[config.mk]
export PLATFORM = sky130hd
export DESIGN_NAME = ex_tracker_flat
export DESIGN_NICKNAME = d
export VERILOG_FILES = /design/src/rtl/ex_tracker_pkg.sv /design/src/rtl/ex_tracker_if.sv /design/src/rtl/ex_wb_select.sv /design/src/rtl/ex_tracker.sv /design/src/flat_wrapper.sv
export SDC_FILE = /design/constraint.sdc
export NUM_CORES = 2
export LEC_CHECK = 0
export BUFFER_PORTS_ARGS = -buffer_cell sky130_fd_sc_hd__buf_2
export CELL_PAD_IN_SITES_DETAIL_PLACEMENT = 2
export CELL_PAD_IN_SITES_GLOBAL_PLACEMENT = 2
export CORE_MARGIN = 1
export CORE_UTILIZATION = 33
export CTS_BUF_LIST = sky130_fd_sc_hd__clkbuf_4 sky130_fd_sc_hd__clkbuf_8
export DETAILED_ROUTE_END_ITERATION = 12
export GPL_TIMING_DRIVEN = 0
export PLACE_DENSITY = 0.78
export SLEW_MARGIN = 20
export SYNTH_ARGS = -nofsm -noshare
export SYNTH_HDL_FRONTEND = slang
export SYNTH_SLANG_ARGS = --single-unit
[constraint.sdc]
create_clock -name i_clock -period 4.8 [get_ports i_clock]
set_input_delay 0.48 -clock i_clock [delete_from_list [all_inputs] [get_ports i_clock]]
set_output_delay 0.48 -clock i_clock [all_outputs]
set_load 0.02 [all_outputs]
[src/rtl/ex_tracker_pkg.sv]
// ----------------------------------------------------------------------------
// ex_tracker_pkg
//   Shared types for the execute-stage entry tracker and its drain logic.
//   - IS_EX_PACKET   : issue->execute packet carried by each RS slot
//   - EX_TRACK_ENTRY : tracker slot = packet + remaining-latency counter
//   - NOP_INST       : instruction word used for empty slots (`NOP)
//   - LAT_W_DEF      : default latency counter width
// ----------------------------------------------------------------------------
`ifndef RS_SZ
`define RS_SZ 8
`endif
`ifndef NOP
`define NOP 32'h0000_0013
`endif

package ex_tracker_pkg;

    localparam int RS_SZ     = `RS_SZ;
    localparam int RS_IDX_W  = (RS_SZ > 1) ? $clog2(RS_SZ) : 1;
    localparam int LAT_W_DEF = 4;
    localparam logic [31:0] NOP_INST = `NOP;

    typedef struct packed {
        logic [31:0]         inst;
        logic [31:0]         npc;
        logic [RS_IDX_W-1:0] rs_idx;
        logic                valid;
    } IS_EX_PACKET;

    typedef struct packed {
        IS_EX_PACKET          pkt;
        logic [LAT_W_DEF-1:0] cnt;
    } EX_TRACK_ENTRY;

    // Empty slot: NOP instruction, not valid, NPC and counter zero.
    function automatic EX_TRACK_ENTRY empty_entry();
        EX_TRACK_ENTRY e;
        e          = '0;
        e.pkt.inst = NOP_INST;
        return e;
    endfunction

endpackage

[src/rtl/ex_tracker_if.sv]
// ----------------------------------------------------------------------------
// ex_tracker_if
//   Writeback handshake bundle between the tracker and complete/CDB.
//   master : tracker side   (drives wb_valid, wb_packet, wb_idx; reads wb_ready)
//   slave  : consumer side  (reads the above; drives wb_ready)
// ----------------------------------------------------------------------------
interface ex_tracker_if import ex_tracker_pkg::*; #(
    parameter  int DEPTH = RS_SZ,
    parameter  int N_WB  = 2,
    localparam int IDX_W = (DEPTH > 1) ? $clog2(DEPTH) : 1
) ();

    logic [N_WB-1:0]  wb_valid;
    IS_EX_PACKET      wb_packet [N_WB];
    logic [IDX_W-1:0] wb_idx    [N_WB];
    logic [N_WB-1:0]  wb_ready;

    modport master (output wb_valid, output wb_packet, output wb_idx, input  wb_ready);
    modport slave  (input  wb_valid, input  wb_packet, input  wb_idx, output wb_ready);

endinterface

[src/rtl/ex_wb_select.sv]
// ----------------------------------------------------------------------------
// ex_wb_select
//   N_WB-way lowest-index picker: port p is granted the (p+1)-th lowest set
//   bit of the request vector. Purely combinational.
//   i_req   : DEPTH-bit request vector
//   o_valid : per-port grant valid
//   o_grant : per-port one-hot grant (all zero when not valid)
//   o_idx   : per-port encoded index (zero when not valid)
// ----------------------------------------------------------------------------
module ex_wb_select #(
    parameter  int DEPTH = 8,
    parameter  int N_WB  = 2,
    localparam int IDX_W = (DEPTH > 1) ? $clog2(DEPTH) : 1
) (
    input  logic [DEPTH-1:0] i_req,
    output logic [N_WB-1:0]  o_valid,
    output logic [DEPTH-1:0] o_grant [N_WB],
    output logic [IDX_W-1:0] o_idx   [N_WB]
);

    always_comb begin
        logic [DEPTH-1:0] remaining;
        // NOTE: every output gets a default before the loops so no path leaves
        // a value unassigned, which would otherwise infer a latch.
        remaining = i_req;
        for (int p = 0; p < N_WB; p++) begin
            o_valid[p] = 1'b0;
            o_grant[p] = '0;
            o_idx[p]   = '0;
            for (int s = 0; s < DEPTH; s++) begin
                if (remaining[s] && !o_valid[p]) begin
                    o_valid[p]    = 1'b1;
                    o_grant[p][s] = 1'b1;
                    o_idx[p]      = IDX_W'(s);
                end
            end
            // Later ports search only what earlier ports did not take.
            remaining = remaining & ~o_grant[p];
        end
    end

endmodule

[src/rtl/ex_tracker.sv]
// ----------------------------------------------------------------------------
// ex_tracker
//   Execute-entry tracker: one IS_EX_PACKET per RS slot with a countdown of
//   remaining execute cycles; finished slots drain through N_WB writeback
//   ports using a valid/ready handshake.
//   i_clock, i_reset(async, active low), i_interrupt(sync flush)
//   i_is_ex_packet/i_issue_lat : N_ISSUE issue ports
//   wb                         : writeback handshake (ex_tracker_if.master)
//   o_ex_entries, o_ex_busy, o_ex_count, o_collision : state visibility
//   Optional (EX_TRACKER_PERF_EN): o_ex_hiwater, o_wb_stall_cycles
//   LAT_W must equal LAT_W_DEF since the entry struct lives in the package.
// ----------------------------------------------------------------------------
module ex_tracker import ex_tracker_pkg::*; #(
    parameter  int DEPTH   = RS_SZ,
    parameter  int N_ISSUE = 2,
    parameter  int N_WB    = 2,
    parameter  int LAT_W   = LAT_W_DEF,
    localparam int IDX_W   = (DEPTH > 1) ? $clog2(DEPTH) : 1,
    localparam int CNT_W   = $clog2(DEPTH + 1)
) (
    input  logic             i_clock,
    input  logic             i_reset,
    input  logic             i_interrupt,
    input  IS_EX_PACKET      i_is_ex_packet [N_ISSUE],
    input  logic [LAT_W-1:0] i_issue_lat    [N_ISSUE],
    ex_tracker_if.master     wb,
    output IS_EX_PACKET      o_ex_entries   [DEPTH],
    output logic [DEPTH-1:0] o_ex_busy,
    output logic [CNT_W-1:0] o_ex_count,
    output logic             o_collision
`ifdef EX_TRACKER_PERF_EN
    ,
    output logic [CNT_W-1:0] o_ex_hiwater,
    output logic [31:0]      o_wb_stall_cycles
`endif
);

    EX_TRACK_ENTRY    r_entries [DEPTH];
    logic [CNT_W-1:0] r_count;
    logic             r_collision;

    EX_TRACK_ENTRY    w_next [DEPTH];
    logic [DEPTH-1:0] w_busy, w_ready, w_retire, w_claimed, w_next_busy;
    logic [N_WB-1:0]  w_sel_valid;
    logic [DEPTH-1:0] w_grant   [N_WB];
    logic [IDX_W-1:0] w_sel_idx [N_WB];
    logic [CNT_W-1:0] w_count_next;
    logic             w_coll_set;

    always_comb begin
        for (int s = 0; s < DEPTH; s++) begin
            w_busy[s]       = r_entries[s].pkt.valid;
            w_ready[s]      = w_busy[s] && (r_entries[s].cnt == '0);
            o_ex_entries[s] = r_entries[s].pkt;
        end
    end

    ex_wb_select #(.DEPTH(DEPTH), .N_WB(N_WB)) u_wb_select (
        .i_req   (w_ready),
        .o_valid (w_sel_valid),
        .o_grant (w_grant),
        .o_idx   (w_sel_idx)
    );

    // Presentation depends on registered state only, never on wb_ready.
    assign wb.wb_valid = w_sel_valid;
    always_comb begin
        for (int p = 0; p < N_WB; p++) begin
            wb.wb_packet[p] = r_entries[w_sel_idx[p]].pkt;
            wb.wb_idx[p]    = w_sel_idx[p];
        end
    end

    // Next-state: countdown and retire first, then issues overlay in port
    // order so a later port wins a shared slot and issue beats retire.
    always_comb begin
        w_retire   = '0;
        w_claimed  = '0;
        w_coll_set = 1'b0;
        for (int p = 0; p < N_WB; p++)
            w_retire = w_retire | (w_grant[p] & {DEPTH{w_sel_valid[p] & wb.wb_ready[p]}});
        for (int s = 0; s < DEPTH; s++) begin
            w_next[s] = r_entries[s];
            if (w_retire[s])
                w_next[s] = empty_entry();
            else if (w_busy[s] && r_entries[s].cnt != '0)
                w_next[s].cnt = r_entries[s].cnt - 1'b1;
        end
        for (int i = 0; i < N_ISSUE; i++) begin
            if (i_is_ex_packet[i].valid) begin
                if (w_claimed[i_is_ex_packet[i].rs_idx] ||
                    (w_busy[i_is_ex_packet[i].rs_idx] && !w_retire[i_is_ex_packet[i].rs_idx]))
                    w_coll_set = 1'b1;
                w_claimed[i_is_ex_packet[i].rs_idx]  = 1'b1;
                w_next[i_is_ex_packet[i].rs_idx].pkt = i_is_ex_packet[i];
                w_next[i_is_ex_packet[i].rs_idx].cnt = i_issue_lat[i];
            end
        end
        if (i_interrupt) begin
            w_coll_set = 1'b0;
            for (int s = 0; s < DEPTH; s++)
                w_next[s] = empty_entry();
        end
        for (int s = 0; s < DEPTH; s++)
            w_next_busy[s] = w_next[s].pkt.valid;
        w_count_next = CNT_W'($countones(w_next_busy));
    end

    // NOTE: the entry array is reset in full (not just the valid bits) because
    // every slot must read back as a clean NOP entry straight out of reset.
    always_ff @(posedge i_clock or negedge i_reset) begin
        if (!i_reset) begin
            for (int s = 0; s < DEPTH; s++)
                r_entries[s] <= empty_entry();
            r_count     <= '0;
            r_collision <= 1'b0;
        end else begin
            // NOTE: non-blocking assignments so every register samples the
            // pre-edge values regardless of statement order.
            for (int s = 0; s < DEPTH; s++)
                r_entries[s] <= w_next[s];
            r_count     <= w_count_next;
            r_collision <= r_collision | w_coll_set;
        end
    end

    assign o_ex_busy   = w_busy;
    assign o_ex_count  = r_count;
    assign o_collision = r_collision;

`ifdef EX_TRACKER_PERF_EN
    logic [CNT_W-1:0] r_hiwater;
    logic [31:0]      r_stall_cycles;

    always_ff @(posedge i_clock or negedge i_reset) begin
        if (!i_reset) begin
            r_hiwater      <= '0;
            r_stall_cycles <= '0;
        end else begin
            if (w_count_next > r_hiwater)
                r_hiwater <= w_count_next;
            if (|(w_sel_valid & ~wb.wb_ready) && (r_stall_cycles != '1))
                r_stall_cycles <= r_stall_cycles + 32'd1;
        end
    end

    assign o_ex_hiwater      = r_hiwater;
    assign o_wb_stall_cycles = r_stall_cycles;
`endif

endmodule

[src/flat_wrapper.sv]
// flat-port wrapper written by rule: the top's interface ports become plain ports
module ex_tracker_flat import ex_tracker_pkg::*;
#(
    parameter  int DEPTH   = RS_SZ,
    parameter  int N_ISSUE = 2,
    parameter  int N_WB    = 2,
    parameter  int LAT_W   = LAT_W_DEF,
    localparam int IDX_W   = (DEPTH > 1) ? $clog2(DEPTH) : 1,
    localparam int CNT_W   = $clog2(DEPTH + 1)
)
  (i_clock, i_reset, i_interrupt, i_is_ex_packet, i_issue_lat, o_ex_entries, o_ex_busy, o_ex_count, o_collision, wb_wb_valid, wb_wb_packet, wb_wb_idx, wb_wb_ready);
  ex_tracker_if #(.DEPTH(DEPTH), .N_WB(N_WB)) wb_i ();
  input  logic i_clock;
  input  logic i_reset;
  input  logic i_interrupt;
  input  IS_EX_PACKET i_is_ex_packet[N_ISSUE];
  input  logic [LAT_W-1:0] i_issue_lat[N_ISSUE];
  output IS_EX_PACKET o_ex_entries[DEPTH];
  output logic [DEPTH-1:0] o_ex_busy;
  output logic [CNT_W-1:0] o_ex_count;
  output logic o_collision;
  output wire logic [$bits(wb_i.wb_valid)-1:0] wb_wb_valid;
  output wire logic [$bits(wb_i.wb_packet)-1:0] wb_wb_packet;
  output wire logic [$bits(wb_i.wb_idx)-1:0] wb_wb_idx;
  input wire logic [$bits(wb_i.wb_ready)-1:0] wb_wb_ready;
  assign wb_wb_valid = wb_i.wb_valid;
  assign wb_wb_packet = {>>{wb_i.wb_packet}};
  assign wb_wb_idx = {>>{wb_i.wb_idx}};
  assign wb_i.wb_ready = wb_wb_ready;
  ex_tracker #(.DEPTH(DEPTH), .N_ISSUE(N_ISSUE), .N_WB(N_WB), .LAT_W(LAT_W)) u_core (.i_clock(i_clock), .i_reset(i_reset), .i_interrupt(i_interrupt), .i_is_ex_packet(i_is_ex_packet), .i_issue_lat(i_issue_lat), .wb(wb_i), .o_ex_entries(o_ex_entries), .o_ex_busy(o_ex_busy), .o_ex_count(o_ex_count), .o_collision(o_collision));
endmodule
# Word-level counts from Yosys, hierarchy flattened
# Memory sizes are Yosys's and may differ from the RTL's.
# Index checks and enable logic that the tools add are counted.
word_totals:
  romBits: 8
  register_bits: 581
  wordCells: 256
  input_bits: 149
  n_memories: 1
  out_inout_bits: 701
op_classes:
  n_reduce_logical: 69
  n_bitwise: 12
  magnitude_cmp: 9
  add_sub_neg: 15
  muxes: 108
memory_table:
  columns: ["name", "words", "width", "rd", "rd_ports_with_merged_regs", "write_ports", "line_no", "source"]
  rows:
  - ["(name not given)", 8, 1, 1, 0, 0, "ex_tracker.sv:91", "if (w_claimed[i_is_ex_packet[i].rs_idx] ||"]
ops:
  columns: ["op", "count"]
  rows:
  - ["$bwmux W576", 4]
  - ["$mux W576", 3]
  - ["$demux W72 S3", 4]
  - ["$mux W68", 8]
  - ["$bmux W72 S3", 2]
  - ["$mux W72", 6]
  - ["$mux W4", 18]
  - ["$mux W1", 44]
  - ["$mux W3", 12]
  - ["$logic_and A1 B1 Y1", 35]
  - ["$logic_not A4 Y1", 8]
  - ["$reduce_bool A4 Y1", 8]
  - ["$sub A4 B1 Y4 const B", 8]
  - ["$and A8 B8 Y8", 3]
  - ["$ge A4 B4 Y1 const B", 4]
  - ["$logic_not A1 Y1", 16]
  - ["$not A3 Y4", 4]
  - ["$bmux W1 S3", 5]
  - ["$add A4 B4 Y4", 3]
  - ["$add A1 B1 Y2", 4]
  - ["$lt A3 B4 Y1 const B", 2]
  - ["$lt A4 B1 Y1 const B", 2]
  - ["$mux W8", 1]
  - ["$not A8 Y8", 1]
  - ["6 further kinds", 8]

# Longest topological paths before layout
logic_depth:
  word_depth: 62
  mapped_depth: 18
  ltp_nobuf: 17

# Hierarchy
# Synthesis repeated with hierarchy kept, for this count alone.
hier_totals:
  hier_cells: 4091
  area_unflattened_um2: 40626.5
modules_own_cells:
  columns: ["mod", "cells_each", "area_per_inst_um2", "instances", "seq_area_each_um2"]
  rows:
  - ["ex_tracker", 4015, 40178.5, 1, 14569.0]
  - ["ex_wb_select", 76, 447.9, 1, 0.0]

# Worst setup path before layout
# No wires, ideal clock.
synth_timing:
  path_kind: "register to register"
  from: "register u_core.r_entries[432] (netlist name)"
  to: "register u_core.r_count[2] (netlist: u_core.o_ex_count[2])"
  setup_slack_ps: 446
  t_arrival_ps: 4219
  required_ps: 4665
  n_path_buf: 1
  stages_incl_launch_ff: 19
  setup_time_ps: 135
  synth_period_minus_slack_ps: 4354
  cell_sequence: "dfrtp_1 > inv_1 > ha_1 > and4bb_1 > buf_4 > nor4_4 > nand2_2 > xnor2_2 > o31ai_2 > nand2_1 > nand2_1 > a21oi_1 > ha_1 > inv_1 > fa_1 > fa_1 > inv_1 > ha_1 > fa_1"
synth_via:
  elab_chain_cells: 40
  elab_cells_between_ends: 85
  cone_classes: "add/sub: 7; mux: 43; bitwise: 7; reduce/logical: 28"
synth_rtl:
  columns: ["item", "line_no", "source"]
  rows:
  - ["start: declaration", "ex_tracker.sv:38", "EX_TRACK_ENTRY r_entries [DEPTH];"]
  - ["start signal: indexed assignment", "ex_tracker.sv:114", "r_entries[s] <= empty_entry();"]
  - ["start signal: indexed assignment", "ex_tracker.sv:121", "r_entries[s] <= w_next[s];"]
  - ["$logic_not A4 Y1 (*)", "ex_tracker.sv:53", "w_ready[s] = w_busy[s] && (r_entries[s].cnt == '0);"]
  - ["$logic_and A1 B1 Y1 (*)", "ex_tracker.sv:53", null]
  - ["$logic_and A1 B1 Y1", "ex_wb_select.sv:31", "if (remaining[s] && !o_valid[p]) begin"]
  - ["$mux W1", "ex_wb_select.sv:31", null]
  - ["$logic_not A1 Y1 or $not A8 Y8 (tied branches)", "ex_wb_select.sv:31, ex_wb_select.sv:38", null]
  - ["$logic_and A1 B1 Y1 or $and A8 B8 Y8 (tied branches)", "ex_wb_select.sv:31, ex_wb_select.sv:38", null]
  - ["$mux W1 or $logic_and A1 B1 Y1 (tied branches)", "ex_wb_select.sv:31", null]
  - ["$logic_not A1 Y1 (tied with other cells)", "ex_wb_select.sv:31", null]
  - ["[... 25 more ...]", null, null]
  - ["$bwmux W576", "ex_tracker.sv:95", "w_next[i_is_ex_packet[i].rs_idx].pkt = i_is_ex_packet[i];"]
  - ["$bwmux W576", "ex_tracker.sv:96", "w_next[i_is_ex_packet[i].rs_idx].cnt = i_issue_lat[i];"]
  - ["$mux W576 (*)", "ex_tracker.sv:90", "if (i_is_ex_packet[i].valid) begin"]
  - ["$mux W576 (*)", "ex_tracker.sv:99", "if (i_interrupt) begin"]
  - ["$add A1 B1 Y2 (not written as such)", "ex_tracker.sv:106", "w_count_next = CNT_W'($countones(w_next_busy));"]
  - ["$add A4 B4 Y4 (not written as such)", "ex_tracker.sv:106", null]
  - ["$add A4 B4 Y4 (not written as such) (*)", "ex_tracker.sv:106", null]
  - ["via u_core.w_count_next[2]", "ex_tracker.sv:47", "logic [CNT_W-1:0] w_count_next;"]
  - ["end signal: assignment", "ex_tracker.sv:122", "r_count <= w_count_next;"]
  - ["end: declaration", "ex_tracker.sv:39", "logic [CNT_W-1:0] r_count;"]
# Mark *: on every way through the listed nets, which the timed path passes. The rest lies on a longest branch.

# Worst setup path after layout
layout_timing:
  from: "register u_core.r_entries, in the netlist u_core.o_ex_busy[4]"
  to: "output port wb_wb_packet[108]"
layout_via:
  elab_chain_cells: 16
  elab_cells_between_ends: 19
  cone_classes: "mux: 10; bitwise: 1; reduce/logical: 8"
layout_rtl:
  columns: ["item", "line_no", "source"]
  rows:
  - ["$logic_and A1 B1 Y1 (*)", "ex_tracker.sv:53", null]
  - ["$logic_and A1 B1 Y1 (*)", "ex_wb_select.sv:31", null]
  - ["$mux W1", "ex_wb_select.sv:31", null]
  - ["$logic_not A1 Y1", "ex_wb_select.sv:31", null]
  - ["$logic_and A1 B1 Y1", "ex_wb_select.sv:31", null]
  - ["$mux W1", "ex_wb_select.sv:31", null]
  - ["$logic_not A1 Y1", "ex_wb_select.sv:31", null]
  - ["$logic_and A1 B1 Y1", "ex_wb_select.sv:31", null]
  - ["$mux W1", "ex_wb_select.sv:31", null]
  - ["$logic_not A1 Y1", "ex_wb_select.sv:31", null]
  - ["$logic_and A1 B1 Y1", "ex_wb_select.sv:31", null]
  - ["$mux W3 (*)", "ex_wb_select.sv:31", null]
  - ["$not A3 Y4 (not written as such) (*)", "ex_tracker.sv:69", "wb.wb_packet[p] = r_entries[w_sel_idx[p]].pkt;"]
  - ["$bmux W72 S3 (*)", "ex_tracker.sv:69", null]
  - ["$mux W72 (not written as such) (*) (2 in a row)", "ex_tracker.sv:69", null]
  - ["end: declaration", "flat_wrapper.sv:23", "output wire logic [$bits(wb_i.wb_packet)-1:0] wb_wb_packet;"]
# Mark *: on every way between the ends. The rest lies on a longest branch, timed or not. The select of a mux whose other input is x is not followed.

==> reports/metrics.yaml <==
outcome:
  outcome: "finished, final reports clean"
global_route:
  antenna_found_initial: 33
  grt.total_usage_pct: 43.2
  grt_pass1_vias: 51749
  grt_max_degree: 88
  grt_pass1_wl_um: 395000
  gr-total-overflow: 0
sta:
  hold_slack_ns: 0.0531
  min_period_over_period_pct: 99.8
  fin_skew_ns: 0.0364
  period_minus_slack_ns: 4.79
  hold_violations: 0
  drv_slew: 0
  postLayoutSetupSlackWorst_ns: 0.00728
  setup_tns_ns: 0
  finalSetupViolations: 0
  rsz0062_at_grt: "true"
  fmax_ghz: 0.209
  tightest_slew_ns: 1.21
  maxSlewHeadroom_pct: 17.4
layout:
  seqCellArea_sq_mm: 0.0146
  fin_nets: 6276
  multi_input_area_sq_mm: 0.0209
  drive_gt1_share_pct: 31.9
  fill_cells: 14414
  fin_area_sq_mm: 0.0524
  fin_util_pct: 41.7
  stdcell_count: 7865
  synthToLayoutAreaGrowth_pct: 25.3
synth:
  synth-main-ff-cell: "dfrtp_1"
  synth_nets: 5386
  synth_area_sq_mm: 0.0418
  async_flop_share_pct: 100
  ys_ff_latch: 581
  synth.avg_cell_area_sq_um: 8.02
  synth_cell_types: 83
  synth_warnings: 0
  synth-edff-count: 0
  yosysSeqAreaShare_pct: 34.9
  netlist_instances: 5213
placed_design:
  placed_area_sq_mm: 0.0480
  place_ws_ns: -0.780
  dp_hpwl_um: 214000
  globalplace.congestion: 0.970
  dp_cells: 7598
  portBuffers: 711
detailed_routing:
  drc_errors: 0
  ant_nets: 0
  wl_per_cell_um: 36.4
  vias: 50354
  drt-initial-drc-count: 5755
  vias_per_cell: 6.40
  wl_um: 287000
  drt_first_pass_iters: 6
cts:
  htree_levels: 3
  clk_pin_slew_worst_paths_ns: 0.07
  cts_tree: "built"
  cts.sinks: 581
  clock-root-buffer: "clkbuf_8"
  cts_buffers: 114
  cts_buffer_depth: 3
  insertion_delay_ns: 0.84
pwr:
  finalPower_mw: 18.4
  power.leakage_nw: 24.4
  power.density_mw_per_mm2: 352
  vdd_drop_max_mv: 0.235
worst_setup_path:
  worstSetupPathType: "flip-flop to primary output"
  cp_cell_sequence: "nand4bb_2 -> nand2_1 -> nor3_4 -> a22oi_2 -> buf_4 -> clkbuf_1 -> buf_6 -> o211ai_1 -> nand3_1 -> o21ai_1 -> buf_2"
  slowest_stage: "dfrtp_1"
  arrival_ns: 4.31
  cp-end-kind: "primary output"
  crit_path_start_kind: "flip-flop"
  critPathMaxStageDelay_ns: 0.64
  reg2reg_depth: 18
  crit_required_ns: 4.32
  cp_max_fo: 9
floorplan:
  start_util_pct: 33.3
  io_pins: 850
  die_y_um: 358
  row_count: 130
  core_area_sq_mm: 0.126
  dieArea_sq_mm: 0.128
  die_w_um: 358
worst_hold_path:
  holdPathStages: 3
  hold_class: "input pin to flip-flop"
run:
  cap_violations: 0
worst max-delay path: cells and delay by family, from the launching register on:
family	cells	cell delay [ns]
buffers and inverters	4	1.32
AND/OR/NAND/NOR	4	0.85
AO/OA/AOI/OAI	3	0.67
flip-flops	1	0.64
routing by layer:
layer	wire (um)	vias up	global-route usage [%]
li1	-	19914	-
met1	108000	25786	51.8
met2	129000	3614	68.0
met3	29800	1000	12.4
met4	19500	40	26.6
met5	330	-	0.556
synth_stat cells (7+ instances only):
cell | number | share of area, %
mux2i_1 | 202 | 4.8
a21oi_1 | 54 | 0.65
a221oi_2 | 48 | 1.7
inv_1 | 102 | 0.92
nor4_1 | 14 | 0.21
ha_1 | 20 | 0.60
clkbuf_1 | 348 | 3.1
nor2_1 | 525 | 4.7
a221oi_1 | 461 | 9.7
o211ai_1 | 10 | 0.18
dfrtp_1 | 557 | 33
a211o_1 | 11 | 0.23
xnor2_1 | 18 | 0.38
a222oi_1 | 62 | 1.5
o22ai_1 | 10 | 0.15
a32o_1 | 68 | 1.6
buf_1 | 117 | 1.1
o21ai_1 | 7 | 0.084
o21ai_0 | 103 | 1.2
nand3_1 | 349 | 4.2
dfstp_2 | 24 | 1.5
xor2_1 | 9 | 0.19
buf_2 | 85 | 1.0
nand2_1 | 823 | 7.4
nor3_1 | 432 | 5.2
nor3_2 | 26 | 0.62
buf_6 | 10 | 0.27
buf_4 | 581 | 10
a211oi_1 | 8 | 0.14
cell families after synthesis:
group,after synthesis,synth area share (%)
flops,581,34.9
compound gates,896,18.4
xor+xnor,28,0.605
fa+ha+maj,24,0.790
buf+inv,1249,16.9
simple gates,2230,23.5
mux,205,4.97
placed cells by master (no fill, tap or decap), types with 10 or more instances in the layout:
| cell type | instances |
|---|---|
| mux2i_1 | 197 |
| diode_2 | 16 |
| buf_4 | 635 |
| o21ai_0 | 78 |
| buf_6 | 47 |
| xnor2_1 | 18 |
| nor2_1 | 510 |
| o21ai_1 | 18 |
| clkbuf_4 | 63 |
| dfstp_2 | 24 |
| clkbuf_2 | 60 |
| a221oi_4 | 14 |
| a21oi_1 | 52 |
| nor4_1 | 11 |
| clkbuf_1 | 270 |
| nor3_1 | 430 |
| nand3_1 | 348 |
| ha_1 | 14 |
| buf_1 | 109 |
| clkinv_2 | 15 |
| a221oi_2 | 63 |
| buf_2 | 730 |
| o211ai_1 | 10 |
| inv_1 | 95 |
| nor3_2 | 27 |
| buf_12 | 14 |
| clkbuf_8 | 147 |
| a32o_1 | 68 |
| nand2_1 | 821 |
| a221oi_1 | 432 |
| o22ai_1 | 10 |
| dfrtp_1 | 553 |
| o21ai_2 | 12 |
| a222oi_1 | 62 |
| buf_8 | 15 |
| buf_16 | 14 |
| a211o_1 | 10 |
where the power goes:
part	leakage [nW]	switching [mW]	total, mW	internal [mW]
registers	7.86	0.438	5.58	5.14
clock network	1.35	2.63	5.82	3.18
logic	15.2	4.82	7.01	2.19
total	24.4	7.89	18.4	10.5
path summary, 6_finish.rpt:
path	start	end	slack, ns
min in group asynchronous	i_reset	u_core.o_ex_entries[62]	0.22
max in group asynchronous	i_reset	u_core.o_ex_entries[34]	2.74
worst max register to register	u_core.r_entries[504]	u_core.o_ex_count[2]	0.14
worst max-delay path	u_core.o_ex_busy[4]	wb_wb_packet[108]	0.007
worst min register to register	u_core.o_ex_entries[40]	u_core.o_ex_entries[40]	0.53
worst min-delay path	i_is_ex_packet[40]	u_core.o_ex_entries[244]	0.05
registers in the layout, indices dropped and copies added, names as in the netlist:
name / count
u_core.o_ex_busy: 8
u_core.o_collision: 1
u_core.o_ex_entries: 536
u_core.r_entries: 32
u_core.o_ex_count: 4
layout make-up:
type,instances,area share [%]
multi-input combinational,3383,40.0
sequential,581,27.8
buffer,1142,13.9
timing repair buffer,775,8.63
clock buffer,189,4.41
tap,1650,3.94
inverter,106,0.813
clock inverter,23,0.401
antenna,16,0.0765
what timing repair did:
item	4_1_cts	5_1_grt
resized for setup	340	91
cloned	1	1
setup buffers	25	12
hold buffers	1	0
pin swaps	17	10
endpoints found under the hold margin	60	0
endpoints found under the setup margin	142	124
No activity file was read; power rests on OpenSTA's default activity.
